`src/rtl/vector_sweep_ctrl.sv`:
```
// rtl/vector_sweep_ctrl.sv - exhaustive operand sweep comparing reference and DUT outputs under a care mask
// Optional macro STOP_ON_FAIL_EN: end the sweep at the first failing vector.
module vector_sweep_ctrl #(
  parameter int IN_W   = 8,
  parameter int OUT_W  = 16,
  parameter int SETTLE = 2
) (
  input  logic             clk,
  input  logic             rst_n,
  input  logic             start,
  input  logic             abort,
  input  logic [OUT_W-1:0] care_mask,
  input  logic [OUT_W-1:0] y_ref,
  input  logic [OUT_W-1:0] y_dut,
  output logic [IN_W-1:0]  dut_a,
  output logic             busy,
  output logic             done,
  output logic             mismatch,
  output logic [IN_W-1:0]  fail_vec,
  output logic [OUT_W-1:0] fail_ref,
  output logic [OUT_W-1:0] fail_dut,
  output logic [15:0]      err_count
);

  localparam int CW = (SETTLE > 1) ? $clog2(SETTLE) : 1;
  localparam logic [CW-1:0] SETTLE_LOAD = (SETTLE > 0) ? CW'(SETTLE - 1) : '0;

  typedef enum logic [2:0] {S_IDLE, S_APPLY, S_WAIT, S_CHECK, S_DONE} state_t;

  state_t             state_q, state_d;
  logic [CW-1:0]      cnt_q, cnt_d;
  logic [OUT_W-1:0]   mask_q, mask_d;
  logic [IN_W-1:0]    dut_a_q, dut_a_d;
  logic               busy_q, busy_d;
  logic               done_q, done_d;
  logic               mismatch_q, mismatch_d;
  logic [IN_W-1:0]    fail_vec_q, fail_vec_d;
  logic [OUT_W-1:0]   fail_ref_q, fail_ref_d;
  logic [OUT_W-1:0]   fail_dut_q, fail_dut_d;
  logic [15:0]        err_count_q, err_count_d;
  logic               fail;

  assign fail = |((y_ref ^ y_dut) & mask_q);

  always_comb begin
    state_d     = state_q;
    cnt_d       = cnt_q;
    mask_d      = mask_q;
    dut_a_d     = dut_a_q;
    mismatch_d  = mismatch_q;
    fail_vec_d  = fail_vec_q;
    fail_ref_d  = fail_ref_q;
    fail_dut_d  = fail_dut_q;
    err_count_d = err_count_q;

    case (state_q)
      S_IDLE: begin
        if (start) begin
          state_d     = S_APPLY;
          dut_a_d     = '0;
          mask_d      = care_mask;
          mismatch_d  = 1'b0;
          fail_vec_d  = '0;
          fail_ref_d  = '0;
          fail_dut_d  = '0;
          err_count_d = '0;
        end
      end
      S_APPLY: begin
        if (SETTLE > 0) begin
          state_d = S_WAIT;
          cnt_d   = SETTLE_LOAD;
        end else begin
          state_d = S_CHECK;
        end
      end
      S_WAIT: begin
        if (cnt_q == '0) state_d = S_CHECK;
        else             cnt_d   = cnt_q - CW'(1);
      end
      S_CHECK: begin
        if (fail) begin
          if (err_count_q != 16'hFFFF) err_count_d = err_count_q + 16'd1;
          if (!mismatch_q) begin
            fail_vec_d = dut_a_q;
            fail_ref_d = y_ref;
            fail_dut_d = y_dut;
          end
          mismatch_d = 1'b1;
        end
        // All-ones is terminal: the operand is never allowed to wrap.
        if (dut_a_q == '1) begin
          state_d = S_DONE;
        end else begin
          state_d = S_APPLY;
          dut_a_d = dut_a_q + IN_W'(1);
        end
`ifdef STOP_ON_FAIL_EN
        if (fail) begin
          state_d = S_DONE;
          dut_a_d = dut_a_q;
        end
`endif
      end
      S_DONE:  state_d = S_IDLE;
      default: state_d = S_IDLE;
    endcase

    // Abort wins over any update computed above, including a CHECK in the same cycle.
    if (abort && state_q != S_IDLE) begin
      state_d     = S_IDLE;
      cnt_d       = cnt_q;
      dut_a_d     = dut_a_q;
      mismatch_d  = mismatch_q;
      fail_vec_d  = fail_vec_q;
      fail_ref_d  = fail_ref_q;
      fail_dut_d  = fail_dut_q;
      err_count_d = err_count_q;
    end

    busy_d = (state_d == S_APPLY) || (state_d == S_WAIT) || (state_d == S_CHECK);
    done_d = (state_d == S_DONE);
  end

  always_ff @(posedge clk or negedge rst_n) begin
    if (!rst_n) begin
      state_q     <= S_IDLE;
      cnt_q       <= '0;
      mask_q      <= '0;
      dut_a_q     <= '0;
      busy_q      <= 1'b0;
      done_q      <= 1'b0;
      mismatch_q  <= 1'b0;
      fail_vec_q  <= '0;
      fail_ref_q  <= '0;
      fail_dut_q  <= '0;
      err_count_q <= '0;
    end else begin
      state_q     <= state_d;
      cnt_q       <= cnt_d;
      mask_q      <= mask_d;
      dut_a_q     <= dut_a_d;
      busy_q      <= busy_d;
      done_q      <= done_d;
      mismatch_q  <= mismatch_d;
      fail_vec_q  <= fail_vec_d;
      fail_ref_q  <= fail_ref_d;
      fail_dut_q  <= fail_dut_d;
      err_count_q <= err_count_d;
    end
  end

  assign dut_a     = dut_a_q;
  assign busy      = busy_q;
  assign done      = done_q;
  assign mismatch  = mismatch_q;
  assign fail_vec  = fail_vec_q;
  assign fail_ref  = fail_ref_q;
  assign fail_dut  = fail_dut_q;
  assign err_count = err_count_q;

endmodule

```
`config.mk`:
```
export PLATFORM = sky130hd
export DESIGN_NAME = vector_sweep_ctrl
export DESIGN_NICKNAME = d
export VERILOG_FILES = /design/src/rtl/vector_sweep_ctrl.sv
export SDC_FILE = /design/constraint.sdc
export NUM_CORES = 1
export LEC_CHECK = 0
export ABC_AREA = 1
export CAP_MARGIN = 10
export CORE_MARGIN = 1
export CORE_UTILIZATION = 50
export CTS_BUF_LIST = sky130_fd_sc_hd__clkbuf_8
export DETAILED_ROUTE_END_ITERATION = 8
export DONT_BUFFER_PORTS = 1
export GPL_ROUTABILITY_DRIVEN = 0
export PLACE_DENSITY = 0.73
export SLEW_MARGIN = 20
export SYNTH_ARGS = -nofsm -noshare
export SYNTH_HDL_FRONTEND = slang
export SYNTH_SLANG_ARGS = --single-unit
```
`constraint.sdc`:
```
create_clock -name clk -period 4.7 [get_ports clk]
set_input_delay 0.47 -clock clk [delete_from_list [all_inputs] [get_ports clk]]
set_output_delay 0.47 -clock clk [all_outputs]
set_load 0.02 [all_outputs]
```
# Yosys cells after proc, flatten, opt, wreduce, memory -nomap -nowiden
# Cells that the tools add are included.
dict set report word_totals {
  out_inout_bits 67
  reg_bits 87
}
dict set report classes {
  mux 26
  addsub 3
  eq_ne 14
  n_reduce_logical 14
  bitwise 3
}
# op count
set op_table {}
lappend op_table {{16-bit 2-to-1 mux} 7}
lappend op_table {{16-bit case mux with 2 select lines} 3}
lappend op_table {{8-bit 2-to-1 mux} 4}
lappend op_table {{8-bit case mux with 2 select lines} 2}
lappend op_table {{16-bit by 1-bit adder with 16-bit output, second input constant} 1}
lappend op_table {{16-bit AND} 1}
lappend op_table {{16-bit inequality test, second input constant} 1}
lappend op_table {{16-bit OR reduction} 1}
lappend op_table {{16-bit XOR} 1}
lappend op_table {{3-bit by 2-bit == test with 1-bit output, second input constant} 4}
lappend op_table {{3-bit 2-to-1 mux} 4}
lappend op_table {{3-bit case mux with 4 select lines} 1}
lappend op_table {{2-bit inequality test, second input constant} 5}
lappend op_table {{5-bit AND reduction} 2}
lappend op_table {{8-bit by 1-bit adder with 8-bit output, second input constant} 1}
lappend op_table {{8-bit == test, second input constant} 1}
lappend op_table {{4-bit AND reduction} 2}
lappend op_table {{3-bit by 1-bit == test with 1-bit output, second input constant} 2}
lappend op_table {{1-bit case mux with 2 select lines} 2}
lappend op_table {{2-bit AND reduction} 2}
lappend op_table {{2-bit nonzero test} 2}
lappend op_table {{3-bit == test, second input constant} 1}
lappend op_table {{3-bit logical NOT} 1}
lappend op_table {{1-bit 2-to-1 mux} 3}
lappend op_table {{5 further kinds} 6}

# Longest topological paths before layout
dict set report depth {
  depth_word 7
  depth_mapped 12
  depth_no_buf 11
}

# Worst setup path before layout
# No wires, ideal clock.
dict set report synth_path {
  path_kind {register to register}
  start {register err_count_q[0] (netlist: err_count[0])}
  end {register err_count_q[0] (netlist: err_count[0])}
  setup_time_ps 65
  arrival_ps 1741
  path_stages_with_launch 11
  path_slack_ps 2893
  synth_period_minus_slack_ps 1807
  path_buffers 1
  cell_sequence {dfrtp_1 > ha_1 > nand3_2 > nor2_2 > nand3_1 > nor2_1 > nand4_2 > nand3_2 > buf_6 > nand2_1 > nand2_1}
}
dict set report synth_between {
  elab_chain_cells 4
}
# element line
set synth_lines {}
lappend synth_lines {{start, declared} 40} ;# logic [15:0] err_count_q, err_count_d;
lappend synth_lines {{start signal, assigned} 149} ;# err_count_q <= err_count_d;
lappend synth_lines {{16-bit by 1-bit adder with 16-bit output} 83} ;# if (err_count_q != 16'hFFFF) err_count_d = err_count_q + 16'd1;
lappend synth_lines {{16-bit 2-to-1 mux} 83}
lappend synth_lines {{16-bit 2-to-1 mux} 82} ;# if (fail) begin
lappend synth_lines {{16-bit case mux with 2 select lines} 56} ;# case (state_q)
# Several ways; a longest one is shown, not always the timed one. The select of a mux whose other input is x is not followed.
# A chain may end at the register's enable or synchronous reset.

# Worst setup path after layout
dict set report layout_path {
  start {register state_q[1]}
  end {register fail_vec_q[6] (netlist: fail_vec[6])}
}
dict set report layout_between {
  elab_chain_cells 4
}
# element line
set layout_lines {}
lappend layout_lines {{start, declared} 30} ;# state_t state_q, state_d;
lappend layout_lines {{start signal, assigned} 139} ;# state_q <= state_d;
lappend layout_lines {{branches (longest 4 deep; another with 5-bit AND reduction)} n/a}
lappend layout_lines {{end signal, assigned} 146} ;# fail_vec_q <= fail_vec_d;
lappend layout_lines {{end, declared} 37} ;# logic [IN_W-1:0] fail_vec_q, fail_vec_d;
# Parallel ways; which one is timed is not known.

==> results.yml <==
run_status:
  outcome: "complete, but fails checks"
  violations: "negative hold slack"
critical_path:
  crit_path_start: "state_q[1]"
  worstSetupStartpointType: "flip-flop"
  worstRegToRegCells: 9
  endpoint: "fail_vec[6]"
  worstPathCellList: "nor2_1 > nand2_1 > inv_2 > nand2_1 > o21ai_2 > o21a_4 > nand3_2 > nand2_1 > nand2_1"
  cp.buffers_inverters: 1
  ff2ff_setup_slack_ns: 1.44
  r2r-end: "fail_vec[6]"
  crit_type: "reg2reg"
  cpMaxStageDelayCell: "nand3_2"
  slowest_delay_ns: 0.81
  rr_startpoint: "state_q[1]"
  worstPathRequired_ns: 4.94
  crit_cells: 9
  cp_common_cell: "nand2_1"
  crit_path_end_kind: "flip-flop"
  crit_fanout: 59
  arrival_ns: 3.51
  critical-path-top-delay-family: "simple AND/OR/NAND/NOR gates"
grt:
  antenna_found_initial: 0
  grt_pass1_wl_um: 19400
  grt_pass1_vias: 3940
  grt_max_degree: 88
  grt_use_total_pct: 24.8
  overflow: 0
detailed_routing:
  drc_errors: 0
  vias: 4192
  drt-total-wl_um: 12000
  ant_nets: 0
  drt-initial-drc-count: 282
  routed_wire_length_per_instance_um: 15.5
  viasPerCell: 5.38
  drtPass1Iterations: 4
logic_synthesis:
  synth.most_common_cell: "nand2_1"
  synth_cell_types: 31
  synth_area_mm2: 0.00478
  synth_top_area_share_pct: 45.5
  synth_commonest_cells: "252 x nand2_1, 87 x dfrtp_1, 86 x nor2_1"
  synth-edff-count: 0
  yosysSeqAreaShare_pct: 45.5
  synth_fp_nets: 718
  synth_async_sr_flop_share_pct: 100
  synth.area.top_cells: "dfrtp_1 46%, nand2_1 20%, nand4_1 7.9%"
  synth_area_per_cell_um2: 7.20
  synth_cells: 664
  ys_seq_elements: 87
  yosys_warnings: 0
  ys.flop_type: "dfrtp_1"
  synth_largest_area_cell: "dfrtp_1"
finish:
  drive_gt1_share_pct: 4.77
  diodes: 0
  layout-area-overhead-vs-synth_pct: 4.37
  fin_nets: 699
  final_util_pct: 54.0
power_and_ir_drop:
  p_leak_nw: 2.65
  power_density_mw_per_mm2: 498
  ir_worst_vdd_mv: 0.351
die:
  coreArea_mm2: 0.00924
  die_y_um: 99.8
  die_w_um: 99.8
  dieArea_mm2: 0.00995
  ios: 119
  row_count: 35
  initial_core_util_pct: 51.7
cts:
  cts_made_buffers: 9
  clock_latency_ns: 0.36
  clk_path_buf_depth: 2
  path_clk_slew_ns: 0.09
  h-tree-depth: 3
  clockRootBuffer: "clkbuf_8"
  cts_tree: "yes"
  clock_sinks: 87
sta:
  fmax_mhz: 306
  slew_headroom_pct: 33.3
  drv_slew: 0
  finalCriticalPeriod_ns: 3.26
  fin_hold_ws_ns: -0.0274
  fin_tns_setup_ns: 0
  rsz0062_at_grt: "no"
  finalHoldViolCount: 6
  period_share_pct: 69.4
  finClkSkew_ns: 0.0116
  worstMarginPinSlew_ns: 0.999
  setup_violations: 0
job:
  timing.max_cap.violations: 0
placement:
  io_buffers: 0
  place.detailed.hpwl_um: 8310
worst_hold_path:
  hold_path.class: "in2async"
timing repair:
item | CTS | global route
endpoints found under the hold margin | 87 | 0
setup buffers | 0 | 0
resized for setup | 0 | 0
hold buffers | 1 | 0
registers in the layout (all words and copies together), names as in the netlist:
signal and flops:
done 1, fail_ref 16, mask_q 16, mismatch 1, dut_a 8, fail_dut 16
cnt_q 1, err_count 16, busy 1, state_q 3, fail_vec 8
layer usage:
metal	track usage [%]	wire (um)	vias up
li1	-	-	2073
met1	33.9	5350	1927
met2	37.3	5450	175
met3	6.96	1060	17
met4	10.1	181	0
met5	0	0	-
worst reg2reg max path, stage by stage (launching register included):
cell and delay, ns:
dfrtp_1 0.39, nor2_1 0.15, nand2_1 0.12, inv_2 0.10
nand2_1 0.38, o21ai_2 0.22, o21a_4 0.59, nand3_2 0.85
nand2_1 0.28, nand2_1 0.08
report_power, final:
part / switching [W] / leakage (nW) / internal, W
logic: 0.000506 / 1.36 / 0.000180
registers: 0.000306 / 1.18 / 0.000941
clock network: 0.000276 / 0.107 / 0.000274
how the worst min path moves through the flow:
stage / startpoint / end / slack, ns / depth (start not counted)
finish: rst_n / err_count[6] / -0.03 / 1
global route: rst_n / err_count[7] / 0.004 / 1
CTS: rst_n / err_count[6] / 0.03 / 1
detailed placement: rst_n / err_count[6] / 0.18 / 0
global placement: rst_n / err_count[6] / 0.18 / 0
floorplan: rst_n / busy / 0.17 / 0
stage by stage:
stage	std cells	instance area, um2	setup WS (ns)	power, W
global route	779	4990	1.16	0.00264
finish	779	4990	1.44	0.00248
CTS	779	4990	1.49	0.00249
detailed placement	762	4750	1.50	0.00193
floorplan	664	4780	2.89	0.00181
global placement	762	4750	1.62	0.00190
cell type report:
cell class	instances	area, um2
Fill cell	872	4250
Timing Repair Buffer	3	42.5
Inverter	66	248
Multi-Input combinational cell	478	2150
Clock inverter	5	55.1
Sequential cell	87	2180
Clock buffer	11	151
Tap cell	129	161
placed cells by master (no fill, tap or decap), types with 3 or more instances in the layout:
cell type	instances
xor2_1	4
nand2_1	252
o21ai_0	11
nand3_1	29
nand4_1	60
nor2_1	86
dfrtp_1	87
nor3b_1	3
nor3_1	8
a21oi_1	5
clkbuf_8	11
nand3_2	4
inv_1	64
logic make-up (layout without fill, tap and decap cells):
family	after synthesis	after routing	synth area share, %
flip-flops	87	87	45.5
buffers and inverters	99	85	9.40
AO/OA/AOI/OAI	21	21	2.62
adder cells (fa/ha/maj)	2	2	0.523
XOR/XNOR	5	5	0.916
AND/OR/NAND/NOR	450	450	41.0
Note: power is estimated with default switching activity, not from simulation.
